[src/rtl/divider_4_bit_seq_pkg.sv]
// Shared definitions for the sequential restoring divider: default width,
// iteration counter sizing and the FSM state encoding.
package divider_4_bit_seq_pkg;

    localparam int DIV_WIDTH = 4;

    // The counter has to hold the value WIDTH itself, so it needs one extra code.
    function automatic int cnt_width(input int width);
        return $clog2(width + 1);
    endfunction

    localparam int DIV_CNT_W = cnt_width(DIV_WIDTH);

    typedef enum logic {
        IDLE = 1'b0,
        CALC = 1'b1
    } div_state_t;

endpackage

[src/rtl/divider_4_bit_seq_if.sv]
// Start/done handshake plus operand and result bus of the sequential divider.
interface divider_4_bit_seq_if
    import divider_4_bit_seq_pkg::*;
#(
    parameter int WIDTH = DIV_WIDTH
) ();

    logic             start;
    logic [WIDTH-1:0] a;
    logic [WIDTH-1:0] b;
    logic [WIDTH-1:0] quotient;
    logic [WIDTH-1:0] remainder;
    logic             done;
    logic             busy;
    logic             div_by_zero;

    modport master (
        output start, a, b,
        input  quotient, remainder, done, busy, div_by_zero
    );

    modport slave (
        input  start, a, b,
        output quotient, remainder, done, busy, div_by_zero
    );

endinterface

[src/rtl/divider_4_bit_seq_div_restore_step.sv]
// One restoring-division iteration: shift in the next dividend bit, trial-subtract
// the divisor and keep the difference only when it does not go negative.
module div_restore_step
    import divider_4_bit_seq_pkg::*;
#(
    parameter int WIDTH = DIV_WIDTH
) (
    input  logic [WIDTH-1:0] partial_in,
    input  logic             dividend_bit,
    input  logic [WIDTH-1:0] divisor,
    output logic [WIDTH-1:0] partial_out,
    output logic             q_bit
);

    logic [WIDTH:0] shifted;
    logic [WIDTH:0] trial;

    // The stored partial is always below the divisor, so it fits in WIDTH bits;
    // only the shifted value and the trial need the extra bit, whose MSB is the sign.
    always_comb begin
        shifted     = {partial_in, dividend_bit};
        trial       = shifted - {1'b0, divisor};
        q_bit       = ~trial[WIDTH];
        partial_out = q_bit ? trial[WIDTH-1:0] : shifted[WIDTH-1:0];
    end

endmodule

[src/rtl/divider_4_bit_seq.sv]
// Iterative unsigned restoring divider producing one quotient bit per clock
// behind a start/done handshake, with a one-cycle divide-by-zero shortcut.
module divider_4_bit_seq
    import divider_4_bit_seq_pkg::*;
#(
    parameter int WIDTH = DIV_WIDTH
) (
    input  logic                clk,
    input  logic                rst_n,
    divider_4_bit_seq_if.slave  bus
);

    localparam int CW = cnt_width(WIDTH);

    div_state_t       state;
    logic [CW-1:0]    count;
    logic [WIDTH-1:0] dividend_r;
    logic [WIDTH-1:0] divisor_r;
    logic [WIDTH-1:0] partial;
    logic [WIDTH-1:0] quo_r;
    logic             zero_pending;

    logic [WIDTH-1:0] partial_next;
    logic             q_bit;

    div_restore_step #(.WIDTH(WIDTH)) u_step (
        .partial_in   (partial),
        .dividend_bit (dividend_r[WIDTH-1]),
        .divisor      (divisor_r),
        .partial_out  (partial_next),
        .q_bit        (q_bit)
    );

    // A zero divisor stays in IDLE for one extra edge via zero_pending so its
    // result appears one cycle after acceptance; start is not taken meanwhile.
    always_ff @(posedge clk or negedge rst_n) begin
        if (!rst_n) begin
            state           <= IDLE;
            count           <= '0;
            dividend_r      <= '0;
            divisor_r       <= '0;
            partial         <= '0;
            quo_r           <= '0;
            zero_pending    <= 1'b0;
            bus.quotient    <= '0;
            bus.remainder   <= '0;
            bus.done        <= 1'b0;
            bus.busy        <= 1'b0;
            bus.div_by_zero <= 1'b0;
        end else begin
            bus.done <= 1'b0;
            case (state)
                IDLE: begin
                    if (zero_pending) begin
                        zero_pending    <= 1'b0;
                        bus.quotient    <= '1;
                        bus.remainder   <= dividend_r;
                        bus.div_by_zero <= 1'b1;
                        bus.done        <= 1'b1;
                        bus.busy        <= 1'b0;
                    end else if (bus.start) begin
                        dividend_r <= bus.a;
                        divisor_r  <= bus.b;
                        partial    <= '0;
                        quo_r      <= '0;
                        count      <= CW'(WIDTH);
                        bus.busy   <= 1'b1;
                        if (bus.b == '0) begin
                            zero_pending <= 1'b1;
                        end else begin
                            state <= CALC;
                        end
                    end
                end
                CALC: begin
                    partial    <= partial_next;
                    quo_r      <= {quo_r[WIDTH-2:0], q_bit};
                    dividend_r <= {dividend_r[WIDTH-2:0], 1'b0};
                    count      <= count - CW'(1);
                    if (count == CW'(1)) begin
                        state           <= IDLE;
                        bus.quotient    <= {quo_r[WIDTH-2:0], q_bit};
                        bus.remainder   <= partial_next;
                        bus.div_by_zero <= 1'b0;
                        bus.done        <= 1'b1;
                        bus.busy        <= 1'b0;
                    end
                end
                default: state <= IDLE;
            endcase
        end
    end

endmodule

[src/flat_wrapper.sv]
// flat-port wrapper written by rule: the top's interface ports become plain ports
module divider_4_bit_seq_flat import divider_4_bit_seq_pkg::*;
#(
    parameter int WIDTH = DIV_WIDTH
)
  (clk, rst_n, bus_start, bus_a, bus_b, bus_quotient, bus_remainder, bus_done, bus_busy, bus_div_by_zero);
  divider_4_bit_seq_if #(.WIDTH(WIDTH)) bus_i ();
  input  logic clk;
  input  logic rst_n;
  input wire logic [$bits(bus_i.start)-1:0] bus_start;
  input wire logic [$bits(bus_i.a)-1:0] bus_a;
  input wire logic [$bits(bus_i.b)-1:0] bus_b;
  output wire logic [$bits(bus_i.quotient)-1:0] bus_quotient;
  output wire logic [$bits(bus_i.remainder)-1:0] bus_remainder;
  output wire logic [$bits(bus_i.done)-1:0] bus_done;
  output wire logic [$bits(bus_i.busy)-1:0] bus_busy;
  output wire logic [$bits(bus_i.div_by_zero)-1:0] bus_div_by_zero;
  assign bus_i.start = bus_start;
  assign bus_i.a = bus_a;
  assign bus_i.b = bus_b;
  assign bus_quotient = bus_i.quotient;
  assign bus_remainder = bus_i.remainder;
  assign bus_done = bus_i.done;
  assign bus_busy = bus_i.busy;
  assign bus_div_by_zero = bus_i.div_by_zero;
  divider_4_bit_seq #(.WIDTH(WIDTH)) u_core (.clk(clk), .rst_n(rst_n), .bus(bus_i));
endmodule
[config.mk]
export PLATFORM = sky130hd
export DESIGN_NAME = divider_4_bit_seq_flat
export DESIGN_NICKNAME = d
export VERILOG_FILES = /design/src/rtl/divider_4_bit_seq_pkg.sv /design/src/rtl/divider_4_bit_seq_if.sv /design/src/rtl/divider_4_bit_seq_div_restore_step.sv /design/src/rtl/divider_4_bit_seq.sv /design/src/flat_wrapper.sv
export SDC_FILE = /design/constraint.sdc
export NUM_CORES = 1
export LEC_CHECK = 0
export ABC_AREA = 1
export BUFFER_PORTS_ARGS = -buffer_cell sky130_fd_sc_hd__buf_2
export CAP_MARGIN = 20
export CELL_PAD_IN_SITES_DETAIL_PLACEMENT = 1
export CELL_PAD_IN_SITES_GLOBAL_PLACEMENT = 2
export CORE_AREA = 3 3 83 85
export CTS_CLUSTER_SIZE = 40
export DETAILED_ROUTE_END_ITERATION = 8
export DIE_AREA = 0 0 86 88
export HOLD_SLACK_MARGIN = 0.05
export PLACE_DENSITY_LB_ADDON = 0.1
export SYNTH_ARGS = -nofsm -noshare
export SYNTH_HDL_FRONTEND = slang
export SYNTH_SLANG_ARGS = --single-unit
[constraint.sdc]
create_clock -name clk -period 1.7 [get_ports clk]
set_input_delay 0.085 -clock clk [delete_from_list [all_inputs] [get_ports clk]]
set_output_delay 0.085 -clock clk [all_outputs]
set_load 0.02 [all_outputs]
==> impl_results.rst <==
.. list-table::
   :header-rows: 1

   * - Metric
     - Value
   * - Status
     - complete, no violations
   * - Critical path startpoint category
     - register
   * - Net count after synthesis
     - 198
   * - Synth Area in Simple Gates
     - 0.179
   * - Sink count of the clock tree
     - 31
   * - Xor-xnor portion of the synthesized cell area
     - 0.00567
   * - Via density
     - 4.36
   * - Count of inserted antenna diode cells
     - 0
   * - Final worst path period need
     - 1690 ps
   * - Final number of hold-violating endpoints
     - 0
   * - Aggregate negative setup slack
     - 0 ps
   * - Die area
     - 7570 µm²
   * - Post-route DRC violation count
     - 0
   * - Number of enable-type register cells in the synthesized netlist
     - 0
   * - Slack of the worst reg-to-reg path
     - 10 ps
   * - Worst slack at placement
     - -162 ps
   * - Category of the most critical setup path
     - register to register
   * - Finished Cell Area
     - 2080 µm²
   * - Endpoint required time on the critical path
     - 1920 ps
   * - Final wirelength
     - 4.19 mm
   * - Fraction of the mapped netlist area in compound gates
     - 0.130
   * - Leakage power total
     - 0.00104 µW
   * - Final worst-path setup slack
     - 12.4 ps
   * - Largest net degree at the start of global routing
     - 32
   * - Placement-stage cell area
     - 1780 µm²
   * - Share of post-route cells with drive strength above 1
     - 0.320
   * - Startpoint of the tightest hold check path
     - bus_b[0]
   * - Initial DRC Count
     - 38
   * - Final non-filler cell total
     - 302
   * - Area share of the largest cell type after synthesis
     - 0.502
   * - Biggest fanout along the worst timing path
     - 5
   * - Clk slew on worst S/H paths
     - 70 ps
   * - Share of synthesized cell area in full adder, half adder and majority cells
     - 0.0616
   * - Dominant combinational cell family by area after synthesis
     - simple AND/OR/NAND/NOR gates
   * - Share of the clock period used by the worst path after layout
     - 0.993
   * - Total number of vias
     - 1317
   * - Register bit count reported by yosys
     - 31
   * - Arr. time, crit path
     - 1910 ps
   * - IR Drop Worst-Case VDD
     - 699 µV
   * - Number of CTS-inserted buffers
     - 5
   * - Height of the die
     - 88 µm
   * - Row count
     - 29
   * - Antenna violations before repair
     - 0
   * - Ranking of synthesized cells by instance count
     - 41 x sky130_fd_sc_hd__nand2_1, 34 x sky130_fd_sc_hd__inv_1, 31 x sky130_fd_sc_hd__dfrtp_1
   * - Clock tree buffer depth
     - 2
   * - Via count of the first global-routing pass
     - 1375
   * - Filler Cell Count
     - 743
   * - Setup skew after layout
     - 3.65 ps
   * - TritonRoute pass-1 iters
     - 4
   * - Total global routing track utilization
     - 0.120
   * - Number of max-cap violations
     - 0
   * - Worst flop-to-flop path startpoint
     - u_core.divisor_r[0]$_DFFE_PN0P_
   * - Routed WL per cell
     - 13.9 µm
   * - Port Buffer Count
     - 21
   * - Headroom to the max-slew limit
     - 0.516
   * - Initial standard-cell utilization of the core
     - 0.246
   * - Antenna viol nets, final
     - 0
   * - Utilization after layout
     - 0.331
   * - CTS H-tree lvls
     - 2
   * - Inst Count DP
     - 283
   * - Fraction of synthesis flops using an asynchronous set or reset pin
     - 1.00
   * - Proportion of synthesized area in mux cells
     - 0
   * - Synth-to-Final Area Change
     - 34.7%
   * - TritonCTS clock tree
     - built
   * - Terminus of the critical flop-to-flop path
     - u_core.bus.remainder[2]$_DFFE_PN0P_
   * - Number of cells traversed by the worst register-to-register path
     - 11
   * - Number of instances in the synthesized netlist
     - 180
   * - Layout Nets
     - 242
   * - Category of the worst setup path capture point
     - register
   * - Post-Synthesis Cell Area
     - 1540 µm²
   * - Top-count cell post-synth
     - sky130_fd_sc_hd__nand2_1
   * - Largest area contributor in the netlist
     - sky130_fd_sc_hd__dfrtp_1
   * - Clock Latency Late Sink
     - 280 ps
   * - Total gr overflow
     - 0
   * - Total I/O pin count
     - 22
   * - Dpl hpwl
     - 3.01 mm
   * - Register area share after synthesis
     - 0.502
   * - Final Setup Violations
     - 0
   * - First-pass GRT wire length
     - 6.84 mm
   * - Highest achievable clock rate
     - 593 MHz
   * - Power density normalized to cell area
     - 2100 nW/µm²
   * - Yosys warnings
     - 0
   * - Worst min-delay path endpoint
     - u_core.divisor_r[0]$_DFFE_PN0P_
   * - Avg Synthesized Cell Area
     - 8.58 µm²
   * - Cell depth of the worst min-delay path
     - 3
   * - Post-synthesis cell type count
     - 23
   * - Global placer's final weighted congestion
     - 0.725
   * - Biggest area contributors in the synthesized netlist
     - sky130_fd_sc_hd__dfrtp_1 50%, sky130_fd_sc_hd__nand2_1 10%, sky130_fd_sc_hd__inv_1 8.3%
   * - CTS root buffer
     - sky130_fd_sc_hd__clkbuf_8
   * - Core area
     - 6280 µm²
   * - Setup repair after global routing missed its margin
     - yes
   * - Top FF cell, synth
     - sky130_fd_sc_hd__dfrtp_1
   * - Horiz. Die Dim
     - 86 µm
   * - Actual slew at the worst max-slew pin
     - 725 ps
   * - Final number of max-transition violations
     - 0
   * - Class of the tightest hold or removal check
     - input pin to register
[placed cells by master, fill, tap and decap left out, drive strengths merged, types with 4 or more instances in the layout]
| cell type | n |
|---|---|
| a21oi | 4 |
| buf | 36 |
| clkbuf | 7 |
| dfrtp | 31 |
| dlygate4sd3 | 6 |
| ha | 6 |
| inv | 36 |
| nand2 | 41 |
| nand3 | 13 |
| nor2 | 11 |
| o21ai | 14 |
| o22ai | 8 |
[flip-flops by register name, indices dropped and copies added, names as in the netlist]
name and count:
u_core.quo_r 3, u_core.bus.busy 1, u_core.divisor_r 4, u_core.bus.done 1, u_core.bus.div_by_zero 1, u_core.count 3, u_core.bus.remainder 4, u_core.dividend_r 4
u_core.zero_pending 1, u_core.partial 4, u_core.state 1, u_core.bus.quotient 4
[cells by family after synthesis]
kind of cell	Yosys count
fa+ha+maj	7
flops	31
buf+inv	41
simple gates	68
compound gates	32
xor+xnor	1
[per-layer routing]
metal / track usage / routed length, µm / part of all wire
met2: 0.200 / 1980 / 0.47
met5: 0 / 0 / 0
met3: 0.0310 / 154 / 0.037
met4: 0.0388 / 42 / 0.010
met1: 0.152 / 2010 / 0.48
[worst max-delay path: stages (launching register included)]
cell	delay, ps
sky130_fd_sc_hd__dfrtp_1	420
sky130_fd_sc_hd__ha_4	180
sky130_fd_sc_hd__fa_2	340
sky130_fd_sc_hd__inv_2	80
sky130_fd_sc_hd__nand2_2	50
sky130_fd_sc_hd__nand2_2	80
sky130_fd_sc_hd__nand3_2	90
sky130_fd_sc_hd__nand2_4	120
sky130_fd_sc_hd__nand2_1	50
sky130_fd_sc_hd__nand2_1	80
sky130_fd_sc_hd__nand3_1	70
sky130_fd_sc_hd__nand2_1	60
[area by class of cell]
| cell class | count | area, µm² | share of cell area |
|---|---|---|---|
| Clock inverter | 1 | 7.51 | 0.00361 |
| Timing Repair Buffer | 42 | 290 | 0.140 |
| Inverter | 36 | 135 | 0.0650 |
| Multi-Input combinational cell | 108 | 678 | 0.326 |
| Sequential cell | 31 | 776 | 0.373 |
| Tap cell | 77 | 96.3 | 0.0463 |
| Clock buffer | 7 | 96.3 | 0.0463 |
[worst max-delay path by stage]
stage,depth (start not counted),startpoint,to
floorplan,11,u_core.dividend_r[3]$_DFFE_PN0P_,u_core.partial[0]$_DFFE_PN0P_
global placement,11,u_core.dividend_r[3]$_DFFE_PN0P_,u_core.partial[0]$_DFFE_PN0P_
detailed placement,11,u_core.dividend_r[3]$_DFFE_PN0P_,u_core.partial[0]$_DFFE_PN0P_
CTS,12,u_core.dividend_r[3]$_DFFE_PN0P_,u_core.bus.remainder[3]$_DFFE_PN0P_
global route,11,u_core.divisor_r[0]$_DFFE_PN0P_,u_core.partial[0]$_DFFE_PN0P_
finish,11,u_core.divisor_r[0]$_DFFE_PN0P_,u_core.bus.remainder[2]$_DFFE_PN0P_
[power breakdown]
group          internal, µW  switching, µW
sequential             1060            178
combinational           999           1470
clock                   368            296
[timing repair]
action	4_1_cts	5_1_grt
buffers inserted	3	2
pin swaps	6	14
endpoints found under the hold margin	36	0
hold buffers	6	0
setup endpoints to repair	10	10
resized for setup	11	16
[stage by stage]
stage                     power (µW)  hold WS (ps)
after floorplan                 2660          -211
after global placement          3260           195
after detailed placement        3320           198
after CTS                       4210          64.9
after global routing            4820           122
final                           4380          71.4
(Power assumes the default switching activity.)
